===== config.mk =====
export PLATFORM = sky130hd
export DESIGN_NAME = max_pool_2x2_stream_flat
export DESIGN_NICKNAME = d
export VERILOG_FILES = /design/src/rtl/max_pool_2x2_stream_if.sv /design/src/rtl/max_pool_2x2_stream.sv /design/src/flat_wrapper.sv
export SDC_FILE = /design/constraint.sdc
export NUM_CORES = 1
export LEC_CHECK = 0
export CELL_PAD_IN_SITES_DETAIL_PLACEMENT = 2
export CELL_PAD_IN_SITES_GLOBAL_PLACEMENT = 2
export CORE_ASPECT_RATIO = 1.25
export CORE_UTILIZATION = 30
export CTS_BUF_LIST = sky130_fd_sc_hd__clkbuf_4
export DETAILED_ROUTE_END_ITERATION = 12
export DONT_BUFFER_PORTS = 1
export GPL_ROUTABILITY_DRIVEN = 0
export PLACE_DENSITY_LB_ADDON = 0.1
export SYNTH_ARGS = -nofsm -noshare
export SYNTH_HDL_FRONTEND = slang
export SYNTH_SLANG_ARGS = --single-unit

===== constraint.sdc =====
create_clock -name clk -period 8.9 [get_ports clk]
set_clock_uncertainty 0.05 [all_clocks]
set_input_delay 1.78 -clock clk [delete_from_list [all_inputs] [get_ports clk]]
set_output_delay 1.78 -clock clk [all_outputs]
set_load 0.1 [all_outputs]

===== src/rtl/max_pool_2x2_stream_if.sv =====
// max_pool_2x2_stream_if: raster pixel stream in, pooled pixel stream out
interface max_pool_2x2_stream_if #(parameter int data_width = 32);
    logic                  in_valid;
    logic [data_width-1:0] in_data;
    logic                  out_valid;
    logic [data_width-1:0] out_data;
    logic                  frame_done;
    modport master (output in_valid, in_data, input out_valid, out_data, frame_done);
    modport slave  (input in_valid, in_data, output out_valid, out_data, frame_done);
endinterface


===== src/rtl/max_pool_2x2_stream.sv =====
// max_pool_2x2_stream: streaming 2x2 stride-2 max pooling of IEEE-754 float feature maps
module max_pool_2x2_stream #(
    parameter int data_width = 32,
    parameter int img_width  = 8,
    parameter int img_height = 8
) (
    input logic clk,
    input logic rst,
    max_pool_2x2_stream_if.slave bus
);
    localparam int cw = $clog2(img_width);
    localparam int rw = $clog2(img_height);
    localparam int hw = img_width / 2;
    localparam int iw = hw > 1 ? $clog2(hw) : 1;
    localparam logic [0:0] EVEN_ROW = 1'b0;
    localparam logic [0:0] ODD_ROW  = 1'b1;

    // Maps a float onto an unsigned key whose order matches the float order (-0.0 < +0.0)
    function automatic logic [data_width-1:0] fkey(input logic [data_width-1:0] x);
        return x[data_width-1] ? ~x : x ^ {1'b1, {(data_width-1){1'b0}}};
    endfunction

    function automatic logic [data_width-1:0] fmax(input logic [data_width-1:0] a, input logic [data_width-1:0] b);
        return fkey(b) > fkey(a) ? b : a;
    endfunction

    logic [cw-1:0]         col;
    logic [rw-1:0]         row;
    logic [0:0]            state;
    logic [data_width-1:0] h_reg;
    logic [data_width-1:0] out_q;
    logic                  vld_q;
    logic                  fd_q;
    logic [data_width-1:0] linebuf [hw];
    logic [iw-1:0]         idx;
    logic [data_width-1:0] hmax;
    logic [data_width-1:0] vmax;
    logic                  last_col;
    logic                  last_row;

    assign idx      = iw'(col >> 1);
    assign hmax     = fmax(h_reg, bus.in_data);
    assign vmax     = fmax(linebuf[idx], hmax);
    assign last_col = col == cw'(img_width - 1);
    assign last_row = row == rw'(img_height - 1);

    // Outputs are masked by rst so a pulse pending in the reset cycle never reaches downstream
    assign bus.out_valid  = vld_q & ~rst;
    assign bus.out_data   = rst ? '0 : out_q;
    assign bus.frame_done = fd_q & ~rst;

    always_ff @(posedge clk) begin
        if (rst) begin
            col   <= '0;
            row   <= '0;
            state <= EVEN_ROW;
            h_reg <= '0;
            out_q <= '0;
            vld_q <= 1'b0;
            fd_q  <= 1'b0;
        end else begin
            vld_q <= bus.in_valid & col[0] & (state == ODD_ROW);
            fd_q  <= bus.in_valid & last_col & last_row & (state == ODD_ROW);
            if (bus.in_valid) begin
                if (!col[0]) h_reg <= bus.in_data;
                if (col[0] && state == ODD_ROW) out_q <= vmax;
                col <= last_col ? '0 : col + 1'b1;
                if (last_col) begin
                    row   <= last_row ? '0 : row + 1'b1;
                    state <= state == EVEN_ROW ? ODD_ROW : EVEN_ROW;
                end
            end
        end
    end

    always_ff @(posedge clk)
        if (!rst && bus.in_valid && col[0] && state == EVEN_ROW) linebuf[idx] <= hmax;
endmodule

===== src/flat_wrapper.sv =====
// flat-port wrapper written by rule: the top's interface ports become plain ports
module max_pool_2x2_stream_flat 
#(
    parameter int data_width = 32,
    parameter int img_width  = 8,
    parameter int img_height = 8
)
  (clk, rst, bus_in_valid, bus_in_data, bus_out_valid, bus_out_data, bus_frame_done);
  max_pool_2x2_stream_if #(.data_width(data_width)) bus_i ();
  input logic clk;
  input logic rst;
  input wire logic [$bits(bus_i.in_valid)-1:0] bus_in_valid;
  input wire logic [$bits(bus_i.in_data)-1:0] bus_in_data;
  output wire logic [$bits(bus_i.out_valid)-1:0] bus_out_valid;
  output wire logic [$bits(bus_i.out_data)-1:0] bus_out_data;
  output wire logic [$bits(bus_i.frame_done)-1:0] bus_frame_done;
  assign bus_i.in_valid = bus_in_valid;
  assign bus_i.in_data = bus_in_data;
  assign bus_out_valid = bus_i.out_valid;
  assign bus_out_data = bus_i.out_data;
  assign bus_frame_done = bus_i.frame_done;
  max_pool_2x2_stream #(.data_width(data_width), .img_width(img_width), .img_height(img_height)) u_core (.clk(clk), .rst(rst), .bus(bus_i));
endmodule

======== After elaboration in Yosys (flattened, before gate mapping) ========
Memories as Yosys holds them, arrays and structs flattened. A register that Yosys moved wholly into a read port is not among the register bits.
Cells that the tools add are included.
storage, ports and cells
  word-level logic and storage cells ...... 54
  memories ................................ 1
  register bits after elaboration ......... 73
  bits in writable memories ............... 128
memories
  name            words  width  read ports  clocked after Yosys merged registers in  wr ports  RTL line                   RTL
  u_core.linebuf  4      32     1           1                                        1         max_pool_2x2_stream.sv:34  logic [data_width-1:0] linebuf [hw];
cells by class
  add/sub/neg operators ................... 2
  magnitude comparators ................... 2
  eq/ne operators ......................... 2
  bitwise gates (word level) .............. 18
  mux-type cells .......................... 14
  reductions and logical operators ........ 8
operator list
  cell                                                           count
  32-bit two-way mux                                             7
  32-bit inverter                                                4
  32-bit > comparator                                            2
  1-bit AND                                                      7
  1-bit inverter                                                 7
  3-bit by 1-bit adder with 3-bit output, second input constant  2
  3-bit equality test, second input constant                     2
  3-bit two-way mux                                              2
  2-bit AND reduction                                            3
  1-bit logical AND                                              4
  2-bit two-way mux                                              2
  1-bit two-way mux                                              3
  1-bit logical NOT                                              1

======== Longest topological paths before layout ========
Gate-level depths: netlist of run 1.
  word-level depth ........................ 8
  mapped depth ............................ 21
  mapped depth without buffers ............ 17

======== Worst setup path before layout of run 1 ========
Ideal clock, no wire load.
  path kind ............................... input to register
  start ................................... input port bus_in_data[31]
  end ..................................... register u_core.out_q[0]
  required time ........................... 8.721 ns
  arrival time ............................ 6.560 ns
  library setup time ...................... 0.129 ns
  cell stages on the path ................. 21
  slack ................................... 2.161 ns
  cell sequence ........................... clkbuf_1 -> clkbuf_1 -> xor2_1 -> ha_1 -> a21oi_1 -> o21ai_1 -> a221o_1 -> a211oi_2 -> a2bb2oi_4 -> mux2i_4 -> buf_4 -> xor2_1 -> ha_1 -> nand4_1 -> nor4_1 -> nand3_1 -> o311a_1 -> a21oi_1 -> a21bo_2 -> clkbuf_1 -> o21ai_0
between the ends
  longest elaborated chain between the ends .. 8
ends and longest elaborated chain
  element                                                             RTL line                   RTL
  from (decl)                                                         flat_wrapper.sv:13         input wire logic [$bits(bus_i.in_data)-1:0] bus_in_data;
  1-bit inverter (no line) / 32-bit inverter (equally long branches)  --
  32-bit two-way mux                                                  max_pool_2x2_stream.sv:20  return x[data_width-1] ? ~x : x ^ {1'b1, {(data_width-1){1'b0}}};
  32-bit > comparator                                                 max_pool_2x2_stream.sv:24  return fkey(b) > fkey(a) ? b : a;
  32-bit two-way mux *                                                max_pool_2x2_stream.sv:24
  32-bit inverter / 1-bit inverter (equally long branches)            --
  32-bit two-way mux                                                  max_pool_2x2_stream.sv:20
  32-bit > comparator                                                 max_pool_2x2_stream.sv:24
  32-bit two-way mux *                                                max_pool_2x2_stream.sv:24
  to (signal assigned)                                                max_pool_2x2_stream.sv:66  if (col[0] && state == ODD_ROW) out_q <= vmax;
  to (decl)                                                           max_pool_2x2_stream.sv:31  logic [data_width-1:0] out_q;
Mark *: on every way between the ends. The rest lies on a longest branch, timed or not.
A chain may end at the register's enable or synchronous reset.

======== Final worst setup path of run 1 ========
  start ................................... register u_core.h_reg[31]
  end ..................................... register u_core.out_q[24]
between the ends
  longest elaborated chain between the ends .. 8
ends and longest elaborated chain
  element                                                             RTL line                   RTL
  from (decl)                                                         max_pool_2x2_stream.sv:30  logic [data_width-1:0] h_reg;
  from (signal assigned)                                              max_pool_2x2_stream.sv:65  if (!col[0]) h_reg <= bus.in_data;
  1-bit inverter (no line) / 32-bit inverter (equally long branches)  --
  32-bit two-way mux                                                  max_pool_2x2_stream.sv:20
  32-bit > comparator                                                 max_pool_2x2_stream.sv:24
  32-bit two-way mux *                                                max_pool_2x2_stream.sv:24
  32-bit inverter / 1-bit inverter (equally long branches)            --
  32-bit two-way mux                                                  max_pool_2x2_stream.sv:20
  32-bit > comparator                                                 max_pool_2x2_stream.sv:24
  32-bit two-way mux *                                                max_pool_2x2_stream.sv:24
Marked as above.

==> results of run 1 <==
-- Yosys cell counts (2+ instances only) --
library cell and instances:
nor2b_1 69, and3_1 2, mux2i_1 32, nand4_1 15, nand3_1 7, buf_4 6, nand2b_1 2, o21ai_0 38
nand2_1 86, dfxtp_1 75, a211oi_1 2, o211ai_1 2, a21oi_1 63, buf_1 10, nor4_1 3, ha_1 68
edfxtp_1 128, xor2_1 63, clkbuf_1 41, nor2_1 15, nor3_1 6, o21ai_1 2, xnor2_1 62, inv_1 35
a21o_1 7, a41oi_1 32, mux4_2 32
-- routing by layer --
| layer | track usage [%] | vias up | part of all wire [%] |
|---|---|---|---|
| li1 | - | 3375 | - |
| met1 | 21.1 | 3738 | 41 |
| met2 | 33.3 | 114 | 52 |
| met3 | 3.95 | 58 | 4.2 |
| met4 | 6.68 | 0 | 2.7 |
| met5 | 0 | - | 0 |
-- cell families (layout without fill, tap and decap cells) --
family,after synthesis,after routing,share of synthesized area (%)
muxes,65,65,9.92
and+or+nand+nor,207,207,9.61
other,0,1,0
adders and majority gates,68,68,7.94
AOI/OAI and AO/OA,153,153,9.00
DFF,203,203,49.9
buffers and inverters,92,162,3.43
xor gates and xnor gates,125,125,10.2
-- layout by cell type (no fill, tap or decap), types with 3 or more instances in the layout --
cell type | netlist | final
clkbuf_4 | 0 | 79
nor3_1 | 6 | 6
xor2_1 | 63 | 63
dfxtp_1 | 75 | 73
a21oi_1 | 63 | 62
clkinv_1 | 0 | 17
clkinv_2 | 0 | 5
mux2i_1 | 32 | 32
nand4_1 | 15 | 15
o21ai_0 | 38 | 38
ha_1 | 68 | 68
xnor2_1 | 62 | 62
nor2b_2 | 0 | 35
nor2_1 | 15 | 13
nand2_1 | 86 | 86
nand3_1 | 7 | 7
mux4_2 | 32 | 32
buf_4 | 6 | 22
a41oi_1 | 32 | 32
a21o_1 | 7 | 7
edfxtp_1 | 128 | 128
nor4_1 | 3 | 3
inv_1 | 35 | 35
nor2b_1 | 69 | 34
-- power by group --
part / switching (W) / total [W] / internal [W]
logic: 0.000303 / 0.000497 / 0.000194
clock network: 0.000419 / 0.000889 / 0.000470
registers: 0.0000208 / 0.00106 / 0.00104
total: 0.000743 / 0.00244 / 0.00170
-- critical path, stage by stage (launching register included) --
cell	delay, ns
dfxtp_2	1.04
xnor2_1	0.17
ha_1	0.36
nand4_1	0.19
nor4_1	0.65
nand2_1	0.22
nand2_1	0.18
a2bb2oi_4	0.32
mux2i_4	0.75
buf_4	0.34
xor2_1	0.10
ha_1	0.35
nand4_1	0.21
nor4_1	0.48
nand3_1	0.22
o311a_1	0.17
a21oi_2	0.13
a21bo_2	0.69
o21ai_0	0.19
-- per-stage QoR --
| stage | utilization, % | area [um^2] | power [W] | hold WS [ns] | setup slack, ns |
|---|---|---|---|---|---|
| after CTS | 34.3 | 12100 | 0.00250 | 0.422 | 1.65 |
| after floorplan | - | 10700 | 0.00144 | 0.390 | 2.16 |
| final | 34.3 | 12100 | 0.00244 | 0.424 | 1.91 |
| after detailed placement | 32.2 | 11300 | 0.00159 | 0.410 | 1.01 |
| after global routing | 34.3 | 12100 | 0.00260 | 0.456 | 1.31 |
| after global placement | 32.2 | 11300 | 0.00157 | 0.393 | 1.12 |
-- area by class of cell --
| class | count | area (um^2) |
|---|---|---|
| diodes | 1 | 2.50 |
| clock inverters | 26 | 156 |
| inverters | 35 | 131 |
| multi-input cells | 618 | 5110 |
| repair buffers | 22 | 165 |
| flip-flops and latches | 203 | 5350 |
| well taps | 474 | 593 |
| clock buffers | 79 | 593 |
| fillers | 3785 | 23200 |
-- path summary, 6_finish.rpt --
path                      end  slack [ns]
max          u_core.out_q[24]        1.91
min             u_core.row[2]        0.42
max reg2reg  u_core.out_q[24]        1.91
min reg2reg     u_core.row[2]        0.42
==> reports/results.tsv, run 1 <==
metric	value	unit
status	finished, final reports clean	
arrival time of the worst setup path	7.50	ns
nets@finish	1039	
hold_sp	u_core.row[2]	
post-route clock period utilization	78.5	%
# rows	77	
DRT antenna net count	0	
register area share after synthesis	49.9	%
Synth Instances	913	
Inst Count DP	1352	
maximum clock frequency	143	MHz
RSZ-0062 raised after global routing	no	
vias post-DR	7285	
CTS buffer count	56	
via density per instance	5.00	
CTS max path bufs	3	
Final HPWL DP	20.7	mm
Clock Latency Late Sink	0.72	ns
drt pass-1 iters	4	
initial core utilization	30.4	%
slew margin rel.	16.6	%
Seq cells post-synth	203	
Synth top area share	35.9	%
Synth cell types	37	
Die Area	0.0365	mm^2
GR Overflow Total	0	
first-pass GRT wire length	49.5	mm
post-synthesis async set-or-reset flop share	0	%
worst path required time	9.41	ns
Largest register FFs	128	
cell taking the most area after synthesis	edfxtp_1	
final setup fails	0	
final setup TNS	0	ns
Final Hold Vio Count	0	
startpoint types	flop	
DRT iter0 DRCs	248	
Max IR drop VDD	71.7	uV
input/output buffers	0	
Critical R2R Launch	u_core.h_reg[31]	
clk sinks	203	
Worst Hold Path Cells	2	
IO Count	69	
vias in the first global route	8432	
worst-path maximum fanout	34	
crit path from	u_core.h_reg[31]	
Area Growth Syn to Fin	12.9	%
P_leak	4.51	nW
fraction of layout cells with a size suffix above 1	19.1	%
Primary FF master, synth	edfxtp_1	
Post-CTS Resized	0	
PD cells	202	mW/mm^2
EDFF count, synth	128	
maxcap violations	0	
gr usage total	18.4	%
synthesized area	0.0107	mm^2
Final Max Tran Viols	0	
Remaining DRCs	0	
synthesized net count	1016	
core footprint	0.0353	mm^2
hold_buf cts	0	
initial antenna violation count	1	
min Tclk post-route	6.99	ns
Worst Path Class, Setup	flop to flop	
final WL	32.1	mm
worst reg2reg path depth	18	
die width	171	um
worst-margin pin slew	1.25	ns
clock-pin slew of the registers on the worst-case setup and hold paths	0.07	ns
maximum number of pins on one net before global-route repair	77	
Hold/Removal Path Class	flop to flop	
Synth area leaders	edfxtp_1, dfxtp_1, ha_1, mux4_2, xor2_1	
H-tree depth	2	
average size of a mapped cell	11.7	um^2
YS warnings	0	
Die H	213	um
CTS tree	done	
fin cells	1458	
WL/cell	22.0	um
root buffer cell	clkbuf_4	
post-CTS setup buffer count	0	
Worst Setup End Kind	flop	
Power figures use the tool's default switching activity.
==> run 2: changes to the inputs <==
==> constraint.sdc (replaced) <==
create_clock -name clk -period 6.7 [get_ports clk]
set_clock_uncertainty 0.05 [all_clocks]
set_input_delay 1.34 -clock clk [delete_from_list [all_inputs] [get_ports clk]]
set_output_delay 1.34 -clock clk [all_outputs]
set_load 0.1 [all_outputs]
==> run 2 against run 1 <==
Against the previous run:
- worst hold slack gained 0.0092 ns
- clock-buffer cell count grew 8
- register-to-register slack lost 0.71 ns
- non-clock buffer count grew 14
- final cell count grew 0.41%
- sequential share of layout area shrank 0.32 points
- critical path depth grew 1
- die area is the same
- sequential cell count is the same
- total power grew 31%
- largest power group unchanged
==> reports/results.tsv, run 2 (synthesized netlist as in run 1, its figures left out) <==
metric	value	unit	change
Worst Setup End Kind	flop		
die width	171	um	unchanged
NetSw	0.000956	W	+29%
Setup WS post-layout	1.16	ns	-0.751 ns
Final Hold Vio Count	0		unchanged
nets@finish	1051		+1.2%
initial antenna violation count	1		unchanged
hold_buf cts	0		unchanged
vias in the first global route	8514		+0.97%
maximum number of pins on one net before global-route repair	77		unchanged
via density per instance	4.97		-0.60%
final setup TNS	0	ns	unchanged
pre-CTS setup slack	0.324	ns	-0.690 ns
PD cells	262	mW/mm^2	+30%
gr usage total	18.2	%	-0.14 points
internal power	0.00224	W	+32%
startpoint types	primary input		
arrival time of the worst setup path	6.10	ns	-1.40 ns
maximum clock frequency	181	MHz	
Final HPWL DP	21.0	mm	+1.2%
Die Area	0.0365	mm^2	unchanged
input/output buffers	0		unchanged
IO Count	69		unchanged
# rows	77		unchanged
final setup fails	0		unchanged
Final Max Tran Viols	0		unchanged
status	finished, final reports clean		
Worst Path Class, Setup	primary input to flop		
H-tree depth	2		unchanged
CTS buffer count	54		-3.6%
Die H	213	um	unchanged
worst path required time	7.26	ns	-2.15 ns
final WL	31.6	mm	-1.3%
most frequent cells in the layout	edfxtp_1, clkbuf_4, nand2_1		
WL/cell	21.6	um	-1.7%
slew margin rel.	17.5	%	+0.94 points
worst-path maximum fanout	34		unchanged
P_leak	4.56	nW	+1.1%
commonest non-fill, non-tap cell in the layout	edfxtp_1		
root buffer cell	clkbuf_4		
post-CTS setup buffer count	0		unchanged
CTS max path bufs	3		unchanged
DRT iter0 DRCs	245		-1.2%
Remaining DRCs	0		unchanged
maxcap violations	0		unchanged
clock-pin slew of the registers on the worst-case setup and hold paths	0.07	ns	about the same
Worst path top cell family by delay	simple AND/OR/NAND/NOR gates		
post-route clock period utilization	82.6	%	
initial core utilization	30.4	%	unchanged
core footprint	0.0353	mm^2	unchanged
fraction of layout cells with a size suffix above 1	20.4	%	+1.3 points
Clock Latency Late Sink	0.69	ns	-0.03 ns
GR Overflow Total	0		unchanged
Area Growth Syn to Fin	13.7	%	
CTS tree	done		
min Tclk post-route	5.54	ns	
vias post-DR	7271		-0.19%
worst-margin pin slew	1.23	ns	-0.0140 ns
drt pass-1 iters	4		unchanged
DRT antenna net count	0		unchanged
post-place instance area	0.0115	mm^2	+1.3%
clk sinks	203		unchanged
cell area after layout	0.0122	mm^2	+0.69%
Largest stage delay, worst path	0.58	ns	-0.46 ns
worst path cell trace	xor2_1 > ha_1 > nand4_1 > nor4_1 > nand2_1 > nand2_1 > a2bb2oi_4 > buf_12 > mux2i_1 > xor2_1 > ha_1 > nand4_1 > nor4_1 > nand3_1 > o311a_1 > a21oi_2 > buf_4 > a41oi_1 > o21ai_0		
first-pass GRT wire length	49.3	mm	-0.29%
Clock Power Share	34.7	%	-1.7 points
Post-CTS Resized	0		unchanged
sequential share of power	43.6	%	+0.3 points
Sw Ratio	29.9	%	-0.47 points
RSZ-0062 raised after global routing	no		
CP Buf/Inv Count	2		+1
slowest stage cell, crit path	mux2i_1		
Max IR drop VDD	87.5	uV	+22%
Gate power share	21.8	%	+1.5 points
Largest register FFs	128		unchanged
Hold/Removal Path Class	flop to flop		
run 2: cell types whose count changed in the layout (fill, tap and decap cells not counted), sizes merged:
cell	previous run	this run
buf	22	36
bufinv	2	0
clkbuf	79	87
clkinv	22	10
inv	37	35
run 2: power by group through the flow:
stage	Sequential [W]	Clock, W	Combinational [W]
2_1_floorplan	0.00142	0	0.000493
3_3_place_gp	0.00142	0	0.000671
3_5_place_dp	0.00142	0	0.000708
4_1_cts	0.00139	0.00117	0.000713
5_1_grt	0.00140	0.00122	0.000780
6_report	0.00139	0.00111	0.000695
run 2: worst reg2reg max path, stage by stage, from the launching register on:
cell and delay, ns:
dfxtp_2 0.33, buf_4 0.30, xnor2_1 0.14, ha_1 0.32
nand4_1 0.19, nor4_1 0.55, nand2_1 0.20, nand2_1 0.16
a2bb2oi_4 0.19, buf_12 0.19, mux2i_1 0.58, xor2_1 0.15
ha_1 0.36, nand4_1 0.15, nor4_1 0.39, nand3_1 0.21
o311a_1 0.17, a21oi_2 0.16, buf_4 0.35, a41oi_1 0.17
o21ai_0 0.12
run 2: final cells by class:
cell class | instances | area [um^2]
timing repair buffer | 36 | 308
clock inverter | 10 | 37.5
inverter | 35 | 131
clock buffer | 87 | 653
antenna | 1 | 2.50
fill | 3778 | 23100
multi-input combinational | 618 | 5110
sequential | 203 | 5350
tap | 474 | 593
run 2: metrics by stage:
step | utilization (%) | total power, W | hold slack [ns] | std cells
global placement | 32.6 | 0.00209 | 0.393 | 1366
global route | 34.6 | 0.00339 | 0.453 | 1464
floorplan | - | 0.00191 | 0.390 | 913
finish | 34.6 | 0.00320 | 0.433 | 1464
CTS | 34.6 | 0.00327 | 0.434 | 1463
detailed placement | 32.6 | 0.00213 | 0.424 | 1366
run 2: worst paths after layout:
path,slack [ns],cells after the start,end,from
max,1.16,19,u_core.out_q[6],bus_in_data[31]
min reg2reg,0.43,2,u_core.row[1],u_core.row[1]
min,0.43,2,u_core.row[1],u_core.row[1]
max reg2reg,1.20,20,u_core.out_q[6],u_core.h_reg[31]
run 2: per-layer routing:
metal / track usage, % / vias to the layer above / wire length (um)
li1: - / 3398 / -
met1: 20.9 / 3680 / 13000
met2: 32.9 / 137 / 16200
met3: 4.00 / 56 / 1460
met4: 6.96 / 0 / 960
met5: 0 / - / 0
